**src/rtl/cnn_argmax_stream.sv**
```systemverilog
// cnn_argmax_stream: streaming top-2 argmax over one frame of signed logits with a registered, held result
module cnn_argmax_stream #(
  parameter int NUM_CLASSES = 10,
  parameter int DATA_W = 40,
  parameter int IDX_W = $clog2(NUM_CLASSES),
  parameter logic [DATA_W:0] CONF_THRESH = '0,
  parameter int FRAME_CNT_W = 16
)(
  input  logic                   clk,
  input  logic                   rstn,
  input  logic                   clr,
  input  logic                   logit_valid,
  output logic                   logit_ready,
  input  logic [DATA_W-1:0]      logit_data,
  input  logic                   logit_last,
  output logic                   res_valid,
  input  logic                   res_ready,
  output logic [IDX_W-1:0]       res_idx,
  output logic [DATA_W-1:0]      res_max,
  output logic [DATA_W:0]        res_margin,
  output logic                   res_lowconf,
  output logic                   res_err,
  output logic [FRAME_CNT_W-1:0] res_frame
);
  typedef enum logic {COLLECT, HOLD} state_t;
  state_t state, state_nxt;
  logic [IDX_W-1:0] cnt, best_idx, nxt_idx;
  logic signed [DATA_W-1:0] din, best, second, nxt_best, nxt_sec;
  logic sec_v, nxt_sec_v, fire, at_end, frame_end;
  logic [DATA_W:0] margin;
  logic [FRAME_CNT_W-1:0] frame_cnt;
  assign din = logit_data;
  assign logit_ready = state == COLLECT;
  assign res_valid = state == HOLD;
  assign fire = logit_valid && logit_ready && !clr;
  assign at_end = cnt == IDX_W'(NUM_CLASSES - 1);
  assign frame_end = fire && (logit_last || at_end);
  assign margin = nxt_sec_v ? {nxt_best[DATA_W-1], nxt_best} - {nxt_sec[DATA_W-1], nxt_sec} : '0;
  // top-2 tracker including the beat currently presented; strict compare keeps the lowest index on ties
  always_comb begin
    nxt_best = best;
    nxt_idx = best_idx;
    nxt_sec = second;
    nxt_sec_v = sec_v;
    if (cnt == '0) begin
      nxt_best = din;
      nxt_idx = '0;
      nxt_sec_v = 1'b0;
    end else if (din > best) begin
      nxt_sec = best;
      nxt_sec_v = 1'b1;
      nxt_best = din;
      nxt_idx = cnt;
    end else if (!sec_v || din > second) begin
      nxt_sec = din;
      nxt_sec_v = 1'b1;
    end
  end
  // state register
  always_ff @(posedge clk or negedge rstn) begin
    if (!rstn) state <= COLLECT;
    else state <= state_nxt;
  end
  // collect until frame end, hold the result until it is taken; clr aborts either phase
  always_comb begin
    state_nxt = state;
    if (clr) state_nxt = COLLECT;
    else if (state == COLLECT && frame_end) state_nxt = HOLD;
    else if (state == HOLD && res_ready) state_nxt = COLLECT;
  end
  // running scores, beat counter and the registered per-frame result
  always_ff @(posedge clk or negedge rstn) begin
    if (!rstn) begin
      cnt <= '0;
      best <= '0;
      best_idx <= '0;
      second <= '0;
      sec_v <= 1'b0;
      frame_cnt <= '0;
      res_idx <= '0;
      res_max <= '0;
      res_margin <= '0;
      res_lowconf <= 1'b0;
      res_err <= 1'b0;
      res_frame <= '0;
    end else if (clr) begin
      cnt <= '0;
      sec_v <= 1'b0;
    end else begin
      if (fire) begin
        best <= nxt_best;
        best_idx <= nxt_idx;
        second <= nxt_sec;
        sec_v <= nxt_sec_v;
        cnt <= frame_end ? '0 : cnt + 1'b1;
      end
      if (frame_end) begin
        res_idx <= nxt_idx;
        res_max <= nxt_best;
        res_margin <= margin;
        res_lowconf <= !nxt_sec_v || margin < CONF_THRESH;
        res_err <= !(logit_last && at_end);
        res_frame <= frame_cnt;
        frame_cnt <= frame_cnt + 1'b1;
      end
    end
  end
endmodule

```
**config.mk**
```make
export PLATFORM = sky130hd
export DESIGN_NAME = cnn_argmax_stream
export DESIGN_NICKNAME = d
export VERILOG_FILES = /design/src/rtl/cnn_argmax_stream.sv
export SDC_FILE = /design/constraint.sdc
export NUM_CORES = 1
export LEC_CHECK = 0
export CAP_MARGIN = 25
export CELL_PAD_IN_SITES_DETAIL_PLACEMENT = 1
export CELL_PAD_IN_SITES_GLOBAL_PLACEMENT = 2
export CORE_UTILIZATION = 35
export DETAILED_ROUTE_END_ITERATION = 6
export PLACE_DENSITY_LB_ADDON = 0.1
export SYNTH_ARGS = -nofsm -noshare
export SYNTH_HDL_FRONTEND = slang
export SYNTH_SLANG_ARGS = --single-unit
```
**constraint.sdc**
```tcl
create_clock -name clk -period 7.2 [get_ports clk]
set_input_delay 1.44 -clock clk [delete_from_list [all_inputs] [get_ports clk]]
set_output_delay 1.44 -clock clk [all_outputs]
set_load 0.01 [all_outputs]
```
==> metrics.md <==
| Metric | Value |
|---|---|
| Final setup viols | 0 |
| Final hold violations | 0 |
| Hold slack | about 0.47 ns |
| Root Driver | clkbuf_16 |
| Reg clk slew, reported paths | roughly 0.060 ns |
| GRT Total Usage | 0.2469 |
| Crit Path Class | primary input to register |
| DR WL/cell | about 19 microns |
| Sw Ratio | 0.4022 |
| Setup crit start | logit_data[28] |
| Worst IR Drop VDD | between 0.00015 and 0.0002 V |
| Synth warn | 0 |
| Worst rel slew slack | 0.3506 |
| Slew Limit Fails | 0 |
| ANT cells | 0 |
| Clock group share of total power | 0.208 |
| Row cnt | 72 |
| Largest net degree at the start of global routing | 142 |
| Status | finished clean |
| Vias per cell | between 5 and 6 |
| Hold Path Origin | res_frame[13] |
| Fin nets | 2240 |
| Async SR Flop Fraction | 1.000 |
| DIE WIDTH | between 200 and 250 microns |
| RSZ-0062 raised after global routing | true |
| Worst slew pin tran | between 0.9 and 1 ns |
| TritonCTS clock tree | yes |
| Initial antenna violation count | 2 |
| #FFs+latches synth | approximately 210 |
| Total power | 0.006724 W |
| CP Max Fanout | 19 |
| Max_cap viols | 0 |
| DR vias | between 10000 and 15000 |
| Critical path startpoint category | primary input |
| Syn Inst Count | roughly 1700 |
| Hold/Removal Path Class | register to register |
| Hpwl dp | 37470 microns |
| CP arrival | approximately 7.4 ns |
| R2r startpoint | best[31] |
| Core ar. | approximately 0.039 sq mm |
| Critical Path End Type | register |
| Leak | around 9.1 nW |
| EDFF count, synth | 0 |
| Fillers | between 4000 and 5000 |
| P_int | 0.004020 W |
| CTS Sinks | around 210 |
| Die area | between 0.04 and 0.05 sq mm |
| F_max | between 100 and 150 MHz |
| Synthesized Nets | about 1900 |
| Hold buffer count at cts | 0 |
| Initial core utilization | 0.3565 |
| Drc violations | 0 |
| Ratio of cells with drive above 1 in the final layout | 0.1838 |
| Synth cell types | between 80 and 90 |
| I/O pin count | 151 |
| CP required | around 7.6 ns |
| Crit share post-route | 0.9693 |
| Final worst path period need | ~7.0 ns |
| First-pass GRT wire length | around 79000 microns |
| Sequential area share after synthesis | 0.3769 |
| Post-route ant nets | 0 |
| Total wire length | 50050 microns |
| Synthesized area per cell | approximately 8 sq um |
| Share of power burned in registers | 0.251 |
| GPL Wtd Cong | 0.8510 |
| Area grow syn2layout | 36.85% |
| Top FF cell, synth | dfrtp_1 |
| Vias in the first global route | 14297 |
| Chip height | just over 200 microns |
| Pwr dens | approximately 350 mW/mm^2 |
| Grt ovf | 0 |
| Logic pwr share | 0.542 |
| Router iterations before antenna repair | 4 |
| Synth Cell Area | about 0.014 sq mm |
| Clock Latency Late Sink | about 0.56 ns |
| IO Port Bufs | 150 |
| Setup Skew | about 0.012 ns |
| CTS Buf Count | 27 |
| DR iter-0 viols | 580 |
| Switching power | around 0.0027 W |
| Clk buf depth | 3 |
| H-Tree Depth | 1 |
## worst paths after layout
| path | end | slack, ns | cells past startpoint |
|---|---|---|---|
| max in group asynchronous | res_max[30] | 5.15 | 2 |
| max | res_margin[39] | 0.22 | 25 |
| max reg2reg | res_margin[39] | 1.08 | 25 |
| min | res_frame[13] | 0.47 | 2 |
| min reg2reg | res_frame[13] | 0.47 | 2 |
| min in group asynchronous | res_margin[5] | 0.82 | 1 |
## final cells by class
class / count / area (sq um) / share of cell area
Inverter: 133 / 499.2 / 0.02629
Clock buffer: 36 / 769.5 / 0.04052
Tap cell: 518 / 648.1 / 0.03413
Sequential cell: 209 / 5230 / 0.2754
Multi-Input combinational cell: 1273 / 8034 / 0.4231
Timing Repair Buffer: 430 / 3671 / 0.1933
Clock inverter: 14 / 137.6 / 0.007248
## cell families (layout without fill, tap and decap cells)
kind of cell	count (synthesis)	in the layout	synth area share
flops	209	209	0.3769
simple gates	582	583	0.1799
compound gates	472	473	0.2084
mux	42	42	0.03075
xor+xnor	54	54	0.03409
fa+ha+maj	121	121	0.1096
buf+inv	222	613	0.06041
## synthesized netlist by cell type (4+ instances only)
cell      count  area share
a211oi_1      6      0.0032
a21o_1       30       0.016
a21oi_1     113       0.041
a221oi_1      4      0.0025
a22o_1        5      0.0032
a31o_2        4      0.0025
a31oi_1      40       0.018
and3_1       10      0.0045
and4_1        4      0.0025
buf_1         9      0.0024
clkbuf_1     78       0.021
dfrtp_1     209        0.38
ha_1        119        0.11
inv_1       133       0.036
mux2i_1      39       0.028
nand2_1     337       0.091
nand2b_1      7      0.0032
nand3_1      30       0.011
nand4_1      23       0.010
nor2_1      117       0.032
nor2b_1      11      0.0050
nor3_1       13      0.0047
o211ai_1      7      0.0038
o21a_1        4      0.0022
o21ai_0     179       0.065
o21ai_1       6      0.0022
o21bai_1      5      0.0027
o22ai_1       7      0.0032
o31ai_1      12      0.0065
or3_1         8      0.0036
xnor2_1      34       0.021
xor2_1       20       0.013
## stage by stage
| step | utilization | worst slack, ns | cells | setup TNS [ns] | area (sq um) |
|---|---|---|---|---|---|
| finish | 0.4879 | 0.2207 | 2613 | 0 | 18990 |
| global route | 0.4879 | -0.07291 | 2613 | -0.1112 | 18990 |
| CTS | 0.4807 | 0.01349 | 2597 | 0 | 18710 |
| detailed placement | 0.4562 | -0.7489 | 2546 | -15.89 | 17760 |
| global placement | 0.4562 | -0.5756 | 2546 | -9.672 | 17760 |
| floorplan | - | 0.01934 | 1702 | 0 | 13890 |
## power by group through the flow
| stage | sequential [W] | clock (W) | combinational (W) |
|---|---|---|---|
| 6_report | 0.00169 | 0.00140 | 0.00364 |
| 5_1_grt | 0.00173 | 0.00147 | 0.00402 |
| 4_1_cts | 0.00169 | 0.00144 | 0.00358 |
| 3_5_place_dp | 0.00170 | 0 | 0.00353 |
| 3_3_place_gp | 0.00169 | 0 | 0.00346 |
| 2_1_floorplan | 0.00168 | 0 | 0.00184 |
## registers in the layout, indices dropped and copies added (netlist names)
signal       flops
res_margin      41
second          40
best            40
res_lowconf      1
res_max         40
cnt              4
sec_v            1
res_err          1
frame_cnt       16
res_idx          4
res_valid        1
best_idx         4
res_frame       16
## routing by layer
metal	global-route usage	vias up	wire [microns]
li1	-	6639	-
met1	0.3336	6630	23510
met2	0.4199	200	23890
met3	0.02802	63	1505
met4	0.05943	4	1121
met5	0	-	27
## layout by cell type (no fill, tap or decap), drive strengths merged, types with 10 or more instances in the layout
cell	instances
nand3	31
xnor2	34
nor2	120
and3	10
dfrtp	209
buf	281
nand4	24
clkbuf	36
nor3	13
nand2	337
mux2i	40
nor2b	11
a31oi	41
clkdlybuf4s50	139
a21o	30
xor2	20
a21oi	114
o21ai	188
o31ai	16
inv	135
ha	119
## repair_timing
item                       4_1_cts  5_1_grt
setup endpoints to repair       14       27
gates cloned                     0        2
pin swaps                        5       29
buffers inserted                 1       14
resized for setup               12       31
## critical path, stage by stage
cell and delay [ns]:
clkdlybuf4s50_1 0.44, ha_1 0.31, nand4_1 0.19, or3_1 0.38, or4_4 0.54, or4_4 0.44
o21ai_4 0.11, buf_12 0.14, o21ai_4 0.10, buf_6 0.19, buf_12 0.14, a21oi_1 0.31
inv_1 0.09, ha_1 0.33, a21o_1 0.21, a21o_1 0.18, a21o_1 0.20, a21o_1 0.18
a21o_1 0.17, a21oi_1 0.24, o41ai_4 0.15, o31a_1 0.34, a221oi_2 0.33, xor2_1 0.18
o21ai_1 0.07
Power figures use the tool's default switching activity.
